==> config.mk <==
export PLATFORM = sky130hd
export DESIGN_NAME = countdown_timer
export DESIGN_NICKNAME = d
export VERILOG_FILES = /design/src/rtl/countdown_timer.sv
export SDC_FILE = /design/constraint.sdc
export NUM_CORES = 1
export LEC_CHECK = 0
export BUFFER_PORTS_ARGS = -buffer_cell sky130_fd_sc_hd__buf_4
export CAP_MARGIN = 20
export CORE_AREA = 4 4 64 66
export DETAILED_ROUTE_END_ITERATION = 10
export DIE_AREA = 0 0 68 70
export PLACE_DENSITY_LB_ADDON = 0.25
export SETUP_SLACK_MARGIN = 0.3
export SLEW_MARGIN = 10
export SYNTH_ARGS = -nofsm -noshare
export SYNTH_HDL_FRONTEND = slang
export SYNTH_SLANG_ARGS = --single-unit
==> constraint.sdc <==
create_clock -name clk_1hz -period 2.1 [get_ports clk_1hz]
set_input_delay 0.21 -clock clk_1hz [delete_from_list [all_inputs] [get_ports clk_1hz]]
set_output_delay 0.21 -clock clk_1hz [all_outputs]
set_load 0.01 [all_outputs]
==> src/rtl/countdown_timer.sv <==
// HH:MM:SS countdown timer ticking on clk_1hz, with load validation,
// pause/resume, a one-cycle done pulse and a fixed-length alarm on expiry.
module countdown_timer #(
    parameter int HOUR_MAX     = 23,
    parameter int ALERT_CYCLES = 5
) (
    input  logic       clk_1hz,
    input  logic       rst,
    input  logic       clear,
    input  logic       load,
    input  logic [4:0] load_hr,
    input  logic [5:0] load_min,
    input  logic [5:0] load_sec,
    input  logic       start,
    input  logic       pause,
    output logic [4:0] hours,
    output logic [5:0] minutes,
    output logic [5:0] seconds,
    output logic       running,
    output logic       done,
    output logic       alarm,
    output logic       load_err
);

    localparam int CNT_W = (ALERT_CYCLES > 1) ? $clog2(ALERT_CYCLES) : 1;

    typedef enum logic [1:0] {
        S_IDLE    = 2'd0,
        S_RUN     = 2'd1,
        S_PAUSED  = 2'd2,
        S_EXPIRED = 2'd3
    } state_t;

    state_t             r_state, w_state_nxt;
    logic [4:0]         r_hours, w_hours_nxt;
    logic [5:0]         r_minutes, w_minutes_nxt;
    logic [5:0]         r_seconds, w_seconds_nxt;
    logic [CNT_W-1:0]   r_alarm_cnt, w_alarm_cnt_nxt;
    logic               r_running, w_running_nxt;
    logic               r_done, w_done_nxt;
    logic               r_alarm, w_alarm_nxt;
    logic               r_load_err, w_load_err_nxt;

    logic               w_load_ok;
    logic               w_nonzero;
    logic               w_last_tick;

    assign w_load_ok   = (load_sec <= 6'd59) && (load_min <= 6'd59) &&
                         (load_hr <= 5'(HOUR_MAX));
    assign w_nonzero   = (r_hours != 5'd0) || (r_minutes != 6'd0) || (r_seconds != 6'd0);
    // 00:00:01 expires on this tick; a zero count reloaded while running expires too
    assign w_last_tick = (r_hours == 5'd0) && (r_minutes == 6'd0) && (r_seconds <= 6'd1);

    // State register and all registered outputs
    always_ff @(posedge clk_1hz or posedge rst) begin
        if (rst) begin
            r_state     <= S_IDLE;
            r_hours     <= 5'd0;
            r_minutes   <= 6'd0;
            r_seconds   <= 6'd0;
            r_alarm_cnt <= '0;
            r_running   <= 1'b0;
            r_done      <= 1'b0;
            r_alarm     <= 1'b0;
            r_load_err  <= 1'b0;
        end else begin
            r_state     <= w_state_nxt;
            r_hours     <= w_hours_nxt;
            r_minutes   <= w_minutes_nxt;
            r_seconds   <= w_seconds_nxt;
            r_alarm_cnt <= w_alarm_cnt_nxt;
            r_running   <= w_running_nxt;
            r_done      <= w_done_nxt;
            r_alarm     <= w_alarm_nxt;
            r_load_err  <= w_load_err_nxt;
        end
    end

    // Next-state, counter and output logic with clear > load > pause > start
    always_comb begin
        w_state_nxt     = r_state;
        w_hours_nxt     = r_hours;
        w_minutes_nxt   = r_minutes;
        w_seconds_nxt   = r_seconds;
        w_alarm_cnt_nxt = r_alarm_cnt;
        w_done_nxt      = 1'b0;
        w_alarm_nxt     = 1'b0;
        w_load_err_nxt  = 1'b0;

        if (clear) begin
            w_state_nxt     = S_IDLE;
            w_hours_nxt     = 5'd0;
            w_minutes_nxt   = 6'd0;
            w_seconds_nxt   = 6'd0;
            w_alarm_cnt_nxt = '0;
        end else if (load) begin
            if (w_load_ok) begin
                w_hours_nxt   = load_hr;
                w_minutes_nxt = load_min;
                w_seconds_nxt = load_sec;
                if (r_state == S_EXPIRED) begin
                    w_state_nxt     = S_IDLE;
                    w_alarm_cnt_nxt = '0;
                end else begin
                    w_state_nxt = r_state;
                end
            end else begin
                // Rejected load freezes everything else, including a live alarm
                w_load_err_nxt = 1'b1;
                w_alarm_nxt    = r_alarm;
            end
        end else begin
            case (r_state)
                S_RUN: begin
                    if (pause) begin
                        w_state_nxt = S_PAUSED;
                    end else if (w_last_tick) begin
                        w_state_nxt     = S_EXPIRED;
                        w_hours_nxt     = 5'd0;
                        w_minutes_nxt   = 6'd0;
                        w_seconds_nxt   = 6'd0;
                        w_done_nxt      = 1'b1;
                        w_alarm_nxt     = 1'b1;
                        w_alarm_cnt_nxt = CNT_W'(ALERT_CYCLES - 1);
                    end else if (r_seconds != 6'd0) begin
                        w_seconds_nxt = r_seconds - 6'd1;
                    end else if (r_minutes != 6'd0) begin
                        w_seconds_nxt = 6'd59;
                        w_minutes_nxt = r_minutes - 6'd1;
                    end else begin
                        w_seconds_nxt = 6'd59;
                        w_minutes_nxt = 6'd59;
                        w_hours_nxt   = r_hours - 5'd1;
                    end
                end
                S_IDLE, S_PAUSED: begin
                    if (start && !pause && w_nonzero) begin
                        w_state_nxt = S_RUN;
                    end else begin
                        w_state_nxt = r_state;
                    end
                end
                S_EXPIRED: begin
                    if (r_alarm_cnt == '0) begin
                        w_state_nxt = S_IDLE;
                        w_alarm_nxt = 1'b0;
                    end else begin
                        w_alarm_cnt_nxt = r_alarm_cnt - CNT_W'(1);
                        w_alarm_nxt     = 1'b1;
                    end
                end
                default: begin
                    w_state_nxt = S_IDLE;
                end
            endcase
        end

        w_running_nxt = (w_state_nxt == S_RUN);
    end

    assign hours    = r_hours;
    assign minutes  = r_minutes;
    assign seconds  = r_seconds;
    assign running  = r_running;
    assign done     = r_done;
    assign alarm    = r_alarm;
    assign load_err = r_load_err;

endmodule

# Word level (Yosys, flattened, before mapping)
# Index checks and enable logic that the tools add are counted.
# totals
input_bits	23
register_bits	26
out_inout_bits	21
# classes
order_cmp	4
muxes	53
addsub	4
n_reduce_logical	23
n_eq_ne	12
# op_table
op	count
two-way mux 6 bit	15
two-way mux 5 bit	8
two-way mux 3 bit	7
!= test 4 bit (second input constant)	5
two-way mux 2 bit	8
less-or-equal comparator 6 bit (second input constant)	2
two-way mux 1 bit	12
nonzero test 6 bit	2
subtractor 6 x 1 -> 6 bit (second input constant)	2
less-or-equal comparator 6 x 1 -> 1 bit (second input constant)	1
logical AND 1 bit	6
zero test 6 bit	1
!= test 3 x 2 -> 1 bit (second input constant)	2
one-hot mux 2 bit (3 select lines)	1
one-hot mux 3 bit (2 select lines)	1
AND reduction 6 bit	1
nonzero test 3 bit	2
less-or-equal comparator 5 bit (second input constant)	1
zero test 5 bit	1
AND reduction 5 bit	1
nonzero test 5 bit	1
subtractor 5 x 1 -> 5 bit (second input constant)	1
== test 2 x 1 -> 1 bit (second input constant)	2
== test 2 bit (second input constant)	2
10 further kinds	11

# Logic depth before layout (Yosys ltp)
# Gate-level depths: netlist of the first run.
# logic_depth
word_depth	9
mapped_depth	8

# Least setup slack after synthesis of the first run
# OpenSTA, ideal clock, no wires.
# synth_path
path_type	reg2reg
startpoint	register r_minutes[0], in the netlist minutes[0]
endpoint	register r_hours[1], in the netlist hours[1]
t_arrival_ns	1.880
path_stages_with_launch	8
setup_slack_ns	0.095
period_less_slack_ns	2.005
setup_ns	0.125
path_cell_list	dfrtp_1 inv_1 ha_1 nor2b_1 nand2_1 o211ai_4 o211ai_4 mux2_4
# synth_via
elab_chain_cells	8
word_cells_on_any_way	12
# synth_rtl
item	line	rtl
from (decl)	36	logic [5:0] r_minutes, w_minutes_nxt;
from (signal assigned)	69	r_minutes <= w_minutes_nxt;
zero test 6 bit	52	assign w_last_tick = (r_hours == 5'd0) && (r_minutes == 6'd0) && (r_seconds <= 6'd1);
logical AND 1 bit (2 in series)	52	
two-way mux 5 bit	117	end else if (w_last_tick) begin
two-way mux 5 bit	115	if (pause) begin
two-way mux 5 bit	113	case (r_state)
two-way mux 5 bit	96	end else if (load) begin
two-way mux 5 bit	90	if (clear) begin
to (signal assigned)	68	r_hours <= w_hours_nxt;
to (decl)	35	logic [4:0] r_hours, w_hours_nxt;
# Parallel ways exist; a longest one is shown, timed or not. The select of a mux whose other input is x is not followed.
# A chain may end at the register's enable or synchronous reset.

# Worst setup path after layout of the first run
# layout_path
startpoint	register r_hours[0], in the netlist hours[0]
endpoint	register r_hours[4], in the netlist hours[4]
# layout_via
elab_chain_cells	8
word_cells_on_any_way	14
# layout_rtl
item	line
subtractor 5 x 1 -> 5 bit or zero test 5 bit (tied branches)	133, 52
two-way mux 5 bit or logical AND 1 bit (tied branches)	127, 52
two-way mux 5 bit or logical AND 1 bit (tied branches)	125, 52
two-way mux 5 bit	117
two-way mux 5 bit	115
two-way mux 5 bit	113
two-way mux 5 bit	96
two-way mux 5 bit	90
# Parallel ways exist; a longest one is shown, timed or not. The select of a mux whose other input is x is not followed.

==> results of run 1 <==
layer usage:
metal	wire length, µm	global-route usage [%]	share of wire (%)	vias up
met3	335	3.54	5.9	15
met2	2840	36.3	50	74
li1	-	-	-	911
met1	2410	31.1	42	915
met4	129	5.30	2.3	0
met5	0	0	0	-
flip-flops by register name (all words and copies together) (netlist names):
register,cells
load_err,1
running,1
minutes,6
hours,5
done,1
r_alarm_cnt,3
seconds,6
r_state,2
alarm,1
worst max-delay path: cells and delay by family (launching register included):
kind,cells,cell delay (ns)
buffers and inverters,1,0.09
adder cells (fa/ha/maj),1,0.12
multiplexers,1,0.34
AO/OA/AOI/OAI,3,0.67
flip-flops,1,0.41
AND/OR/NAND/NOR,1,0.28
worst paths after layout:
kind	startpoint	endpoint	cells after the start
hold reg to reg	alarm	alarm	2
setup / recovery	hours[0]	hours[4]	7
hold / removal	load_min[1]	minutes[1]	3
setup reg to reg	hours[0]	hours[4]	7
max in group asynchronous	rst	seconds[4]	4
min in group asynchronous	rst	r_alarm_cnt[1]	4
cell usage in the layout, fill, tap and decap left out, types with 2 or more instances in the layout:
cell type  netlist  final
a211oi_1         3      2
a21o_1           4      4
a21oi_1         15     11
a21oi_2          0      4
a22o_1           3      3
a2bb2oi_2        0      4
a31oi_1          4      4
and2_1           2      2
buf_4            0     75
buf_6            1      5
clkbuf_4         0      3
dfrtp_1         26     25
ha_1             9      8
inv_1           12     10
inv_2            0      2
mux2_4           4      4
nand2_1         29     28
nand2b_1         3      3
nand3_1          3      3
nand4_1          3      3
nor2_1          12     12
nor2b_1          3      2
nor3_1           4      4
o211ai_1         3      3
o211ai_4         2      3
o21a_1           3      3
o21ai_0         12     12
o22a_1           6      6
or2_2            3      2
xnor2_1          2      2
xor2_1           2      2
kinds of logic after synthesis:
logic type / Yosys count
compound gates: 71
simple gates: 70
flops: 26
buf+inv: 20
fa+ha+maj: 9
mux: 5
xor+xnor: 4
area by class of cell:
type | count | share of cell area (%)
inverter | 12 | 1.69
sequential | 26 | 24.5
tap | 48 | 2.26
multi-input combinational | 159 | 45.7
timing repair buffer | 82 | 24.4
clock buffer | 4 | 1.37
metrics by stage:
stage               power (mW)  utilization [%]  cells
global route              2.02             74.3    331
detailed placement        1.47             65.6    309
floorplan                 1.14                -    205
global placement          1.46             65.6    309
finish                    1.91             74.3    331
CTS                       1.80             70.3    322
where the power goes:
| group | leakage, nW | internal [mW] | total, mW | switching (mW) |
|---|---|---|---|---|
| combinational | 0.899 | 0.507 | 0.962 | 0.455 |
| clock | 0.0210 | 0.106 | 0.267 | 0.161 |
| sequential | 0.336 | 0.574 | 0.678 | 0.105 |
| total | 1.26 | 1.19 | 1.91 | 0.720 |
timing repair:
item / CTS / global route
resized for setup: 12 / 16
pin swaps: 7 / 7
buffers inserted: 8 / 8
hold endpoints to repair: 26 / 0
cloned: 0 / 1
hold buffers: 1 / 0
endpoints found under the setup margin: 19 / 22
==> reports/metrics.cfg, run 1 <==
[floorplanning]
row_count = 22
die_area_um2 = 4760
die_w_um = 68
core_area_um2 = 3580
pin_count = 44
initial_core_util_pct = 51.3
die_y_um = 70

[cts]
cts_tree = yes
htreeDepth = 1
clk_latency_ns = 0.34
numCtsBuffers = 3
clk_path_buf_depth = 2
clk_pin_slew_ns = 0.15
clockRootBuffer = clkbuf_4
clock_sinks = 26

[synthesis]
synth-simple-area-share_pct = 19.6
synthTopCellsByCount = nand2_1, dfrtp_1, a21oi_1
synth.ff_latch_count = 26
synth_adder_area_share_pct = 6.13
synth_top_family_by_area = compound AO/OA/AOI/OAI gates
syn_area_per_cell_um2 = 8.95
muxShareOfSynthArea_pct = 3.82
synth_cell_types = 50
yosysTopAreaCell = dfrtp_1
synthArstFlopShare_pct = 100
synth_area_leaders = dfrtp_1, ha_1, nand2_1, a21oi_1, o21ai_0
synth_nets = 237
yosysMostFrequentCell = nand2_1
netlist_area_um2 = 1840
syn_inst = 205
yosysSeqAreaShare_pct = 35.4
synth_compound_area_share_pct = 28.6
ys.flop_type = dfrtp_1
synthXorXnorAreaFrac_pct = 1.91
synthDominantCellAreaShare_pct = 35.4
synth_edf_count = 0
yosys_warnings = 0

[sta]
setup_ws_ns = 0.0919
maxSlewHeadroom_pct = 59.5
setup_viol_count_final = 0
hold_viol_final = 0
tightest_slew_ns = 0.606
holdWs_ns = 0.115
min_period_over_period_pct = 95.6
period_needed_ns = 2.01
fin_skew_ns = 0.00573
rsz0062_at_grt = true
fmax_mhz = 498
report.final.slew_viol_count = 0
tns_ns = 0

[global_route]
grt_usage_pct = 22.5
grt_pass1_vias = 1822
grt_overflow = 0
grt_start_max_net_pins = 27
grt_pass1_wl_um = 8400
antenna_found_initial = 0

[final_layout]
num_antenna_cells = 0
fillCellCount = 275
multi_input_area_um2 = 1210
drive_gt1_share_pct = 41.7
design_area_um2 = 2660
finalNetCount = 316
seq_area_um2 = 652
area_growth_pct = 44.8

[power]
p_leak_nw = 1.26
powerDensity_nw_per_um2 = 717
ir_worst_vdd_mv = 0.345

[drt]
vias = 1915
antenna_left = 0
viasPerCell = 5.79
routed_wl_um = 5710
drt_iter0_markers = 185
drtPass1Iterations = 4
route.detailed.drc = 0
wl_per_cell_um = 17.2

[setup_path]
worst-setup-path-type = reg2reg
cp_cell_sequence = inv_2 > ha_4 > nor4b_4 > o211ai_4 > o211ai_4 > o211ai_4 > mux2_4
cpMaxStageDelayCell = dfrtp_1
rrSetupSlack_ns = 0.09
startpoint_type = register
arrival_ns = 2.24
cpMostUsedCell = o211ai_4
endpoint_kind = register
path_max_fanout = 5
crit_required_ns = 2.33
critPathMaxStageDelay_ns = 0.41

[hold_path]
hold_path_class = in2reg

[flow_run]
cap_violations = 0

[placement]
finalWeightedCongestion = 0.972
pre_cts_ws_ns = 0.0604
place_area_um2 = 2350
numPortBuffers = 43
dpl.hpwl_um = 3790

[status]
outcome = finished clean

Power figures use the tool's default switching activity.
==> run 2: changes to the inputs <==
Settings changed: CORE_AREA 4 4 64 66 to 4 4 63 65, CTS_BUF_LIST set to sky130_fd_sc_hd__clkbuf_2, DIE_AREA 0 0 68 70 to 0 0 67 69.
==> run 2 against run 1 <==
Against the previous run:
- worst setup slack gained 0.037 ns
- flip-flop and latch count unchanged
- sequential share of layout area grew 0.38 points
- highest routed layer unchanged
- critical path type unchanged
- fmax increased by 1.9%
- first-iteration DRC count is 19% lower
- largest power group unchanged
- clock power rose by 25%
==> reports/metrics.cfg, run 2 (synthesis results as in run 1) <==
[setup_path]
critPathBufInv = 3
crit_required_ns = 2.41
crit_cells = 9
cp_cell_sequence = inv_2 > ha_4 > nor4b_4 > o211ai_4 > o21ai_4 > buf_4 > buf_6 > a2bb2oi_2 > a21oi_1
ff2ff_path_depth = 9
critPathMaxStageDelay_ns = 0.46
crit_start = hours[1]
endpoint_kind = register
cp_top_family = compound AO/OA/AOI/OAI gates
path_max_fanout = 8
startpoint_type = register
worst-setup-path-type = reg2reg
worstReg2RegStart = hours[1]
arrival_ns = 2.28
cpMaxStageDelayCell = dfrtp_1

[sta]
tightest_slew_ns = 0.471
setup_ws_ns = 0.129
min_period_over_period_pct = 93.8
fmax_mhz = 507
tns_ns = 0
period_needed_ns = 1.97
hold_viol_final = 0
setup_viol_count_final = 0
report.final.slew_viol_count = 0
rsz0062_at_grt = true
maxSlewHeadroom_pct = 68.5
fin_skew_ns = 0.0143

[cts]
cts_tree = yes
numCtsBuffers = 3
clock_sinks = 26
clk_path_buf_depth = 2
htreeDepth = 1
clk_pin_slew_ns = 0.27
clk_latency_ns = 0.39
clockRootBuffer = clkbuf_2

[placement]
pre_cts_ws_ns = 0.0872
numPortBuffers = 43
dpl.hpwl_um = 3740
finalWeightedCongestion = 0.841

[global_route]
grt_pass1_wl_um = 8420
antenna_found_initial = 0
grt_usage_pct = 23.1
grt_start_max_net_pins = 27
grt_pass1_vias = 1776
grt_overflow = 0

[floorplanning]
die_w_um = 67
initial_core_util_pct = 55.0
pin_count = 44
row_count = 21
die_area_um2 = 4620
die_y_um = 69
core_area_um2 = 3340

[hold_path]
hold_path_class = in2reg
hold_start = load_min[1]
hold-path-cell-count = 3

[power]
ir_worst_vdd_mv = 0.552
p_leak_nw = 1.24
powerDensity_nw_per_um2 = 751

[flow_run]
cap_violations = 0

[drt]
viasPerCell = 5.79
vias = 1877
route.detailed.drc = 0
antenna_left = 0
routed_wl_um = 5320
wl_per_cell_um = 16.4
drt_iter0_markers = 150
drtPass1Iterations = 4

[final_layout]
area_growth_pct = 42.9
final_common_cell = buf_4
num_antenna_cells = 0
drive_gt1_share_pct = 41.4
final_cell_mix = buf_4, nand2_1, dfrtp_1, a21oi_1
fillCellCount = 221
finalNetCount = 311

[status]
outcome = finished clean

run 2: cell types whose count changed in the layout (fill, tap and decap cells not counted), moves of 2 or more:
cell and delta:
and2_1 -2, a21oi_1 +3, clkbuf_2 +3, clkbuf_4 -3, and2_4 +3, a21oi_2 -3
buf_4 -3
run 2: per-stage QoR:
stage / util [%] / instance area [µm²] / cells / total power [mW] / hold slack [ns]
after floorplan: - / 1850 / 205 / 1.14 / 0.250
after global placement: 70.1 / 2340 / 306 / 1.46 / 0.294
after detailed placement: 70.1 / 2340 / 306 / 1.48 / 0.301
after CTS: 75.3 / 2510 / 318 / 1.90 / 0.0412
after global routing: 78.6 / 2620 / 324 / 2.07 / 0.0250
final: 78.6 / 2620 / 324 / 1.97 / 0.0549
run 2: repair_timing:
| action | in CTS | in global routing |
|---|---|---|
| gates resized for setup | 16 | 15 |
| endpoints found under the hold margin | 26 | 0 |
| pin swaps | 7 | 9 |
| endpoints found under the setup margin | 23 | 22 |
| hold buffers | 1 | 0 |
| buffers inserted | 7 | 6 |
run 2: power breakdown:
| part | total (mW) | internal, mW | switching [mW] |
|---|---|---|---|
| combinational | 0.961 | 0.507 | 0.454 |
| clock | 0.333 | 0.164 | 0.169 |
| sequential | 0.675 | 0.575 | 0.0998 |
run 2: worst paths after layout:
path                            slack [ns]              to
worst min-delay path                  0.05      minutes[1]
worst max-delay path                  0.13      seconds[4]
worst max register to register        0.13      seconds[4]
max in group asynchronous             1.43      seconds[5]
worst min register to register        0.56           alarm
min in group asynchronous             0.38  r_alarm_cnt[0]
run 2: routing by layer:
| metal | track usage [%] | share of wire (%) |
|---|---|---|
| met4 | 4.05 | 1.1 |
| met3 | 4.22 | 5.2 |
| met2 | 39.7 | 53 |
| met1 | 29.9 | 41 |
| met5 | 0 | 0 |
run 2: layout make-up:
class                   instances  area, µm²  share of cell area [%]
multi-input cells             159       1230                    46.8
well taps                      46       57.6                    2.19
clock buffers                   3       15.0                   0.573
clock inverters                 1       30.0                    1.15
repair buffers                 77        596                    22.7
inverters                      12       45.0                    1.72
flip-flops and latches         26        653                    24.9
run 2: tightest hold or removal path, stage by stage:
cell and delay, ns:
buf_4 0.11, nand2_1 0.05, a31oi_1 0.07
==> run 3: changes to the inputs <==
Settings changed: CORE_AREA 4 4 63 65 to 4 4 75 56, DIE_AREA 0 0 67 69 to 0 0 79 60.
==> run 3 against run 2 <==
Against the previous run:
- clock power fell by 41%
- utilization fell by 5.2 points
- global-route usage is 1.2 points higher
- non-clock buffer count decreased by 2
- final cell count grew 0.62%
- cell area decreased by 2.9%
- critical path type unchanged
- largest cell class unchanged
- highest routed layer unchanged
==> reports/metrics.cfg, run 3 (synthesis results as in run 1) <==
[sta]
hold_viol_final = 0
min_period_over_period_pct = 94.3
tns_ns = 0
report.final.slew_viol_count = 0
tightest_slew_ns = 0.420
maxSlewHeadroom_pct = 72.0
fmax_mhz = 505
setup_viol_count_final = 0
rsz0062_at_grt = true
period_needed_ns = 1.98
fin_skew_ns = 0.0191

[drt]
met1_length_um = 2380
highest_layer = met4
routed_wl_um = 5350
wl_met2_um = 2410
vias = 1868
wl_per_cell_um = 16.4
viasPerCell = 5.73
route.detailed.drc = 0
antenna_left = 0
drt_iter0_markers = 119
dr_wl_met3_um = 468
drtPass1Iterations = 4

[global_route]
grt_pass1_vias = 1823
grt_usage_pct = 24.3
grt_overflow = 0
grt_pass1_wl_um = 8810
grt_start_max_net_pins = 27
antenna_found_initial = 0

[placement]
numPortBuffers = 43
finalWeightedCongestion = 0.861
dpl.hpwl_um = 3920

[cts]
clk_latency_ns = 0.37
numCtsBuffers = 3
clk_pin_slew_ns = 0.26
htreeDepth = 1
clk_path_buf_depth = 2
clock_sinks = 26
clockRootBuffer = clkbuf_2
cts_tree = yes

[floorplanning]
core_area_um2 = 3470
row_count = 18
initial_core_util_pct = 52.9
die_area_um2 = 4740
die_w_um = 79
pin_count = 44
die_y_um = 60

[setup_path]
crit_required_ns = 2.40
path_max_fanout = 6
arrival_ns = 2.28
startpoint_type = register
worst-setup-path-type = reg2reg
endpoint_kind = register

[final_layout]
multi_input_area_um2 = 1190
num_antenna_cells = 0
postLayoutCoreUtil_pct = 73.4
final_cell_mix = buf_4, nand2_1, dfrtp_1, a21oi_1, nor2_1
area_growth_pct = 38.7
seq_area_um2 = 652
finalNetCount = 309
fillCellCount = 277
drive_gt1_share_pct = 38.4
final_common_cell = buf_4

[power]
ir_worst_vdd_mv = 0.436
p_leak_nw = 1.21
powerDensity_nw_per_um2 = 699

[hold_path]
hold_path_class = in2reg

[status]
outcome = finished clean

[flow_run]
cap_violations = 0

## run 3: cell count changes in the layout (fill, tap and decap cells not counted), moves of 2 or more
cell	before	now
o21ai_2	0	2
and2_4	3	1
and2_1	0	2
buf_4	72	70
## run 3: path summary, 6_finish.rpt
path	start	to	slack [ns]	depth (start not counted)
max reg2reg	seconds[4]	hours[4]	0.12	6
min reg2reg	r_alarm_cnt[0]	r_alarm_cnt[0]	0.57	2
max in group asynchronous	rst	seconds[3]	1.40	4
min in group asynchronous	rst	r_state[1]	0.41	4
min	load_min[1]	minutes[1]	0.08	3
max	seconds[4]	hours[4]	0.12	6
## run 3: what timing repair did
| item | in CTS | in global routing |
|---|---|---|
| endpoints found under the hold margin | 26 | 0 |
| setup endpoints to repair | 22 | 23 |
| cloned | 0 | 1 |
| hold buffers | 1 | 0 |
| resized for setup | 11 | 12 |
| buffers inserted | 8 | 2 |
| pin swaps | 7 | 3 |
## run 3: cell type report
cell class	count	share of cell area [%]
Timing Repair Buffer	75	22.8
Clock inverter	1	0.147
Tap cell	50	2.46
Sequential cell	26	25.6
Multi-Input combinational cell	159	46.6
Inverter	12	1.77
Clock buffer	3	0.590
## run 3: through the flow
| step | area [µm²] | worst slack [ns] | total power, mW | std cells | hold WS, ns |
|---|---|---|---|---|---|
| final | 2550 | 0.119 | 1.78 | 326 | 0.0827 |
| after detailed placement | 2340 | 0.0486 | 1.48 | 310 | 0.296 |
| after global routing | 2550 | 0.0352 | 1.90 | 326 | 0.0513 |
| after CTS | 2480 | 0.166 | 1.73 | 323 | 0.0744 |
| after global placement | 2340 | 0.144 | 1.46 | 310 | 0.295 |
| after floorplan | 1850 | 0.193 | 1.14 | 205 | 0.250 |
## run 3: worst max-delay path, cell delays in order, from the launching register on
cell      delay, ns
dfrtp_1        0.54
nor4_4         0.35
buf_4          0.18
nand2_1        0.16
o211ai_4       0.18
o211ai_4       0.17
mux2_4         0.33
## run 3: layer usage
metal | up-vias | GRT usage [%]
met4 | 0 | 7.60
met3 | 13 | 5.57
met2 | 92 | 37.6
met5 | - | 0
li1 | 889 | -
met1 | 874 | 34.1
## run 3: report_power, final
part	internal [mW]	leakage, nW	total, mW	switching (mW)
sequential	0.574	0.336	0.683	0.109
clock	0.0413	0.0140	0.196	0.154
combinational	0.476	0.862	0.900	0.424
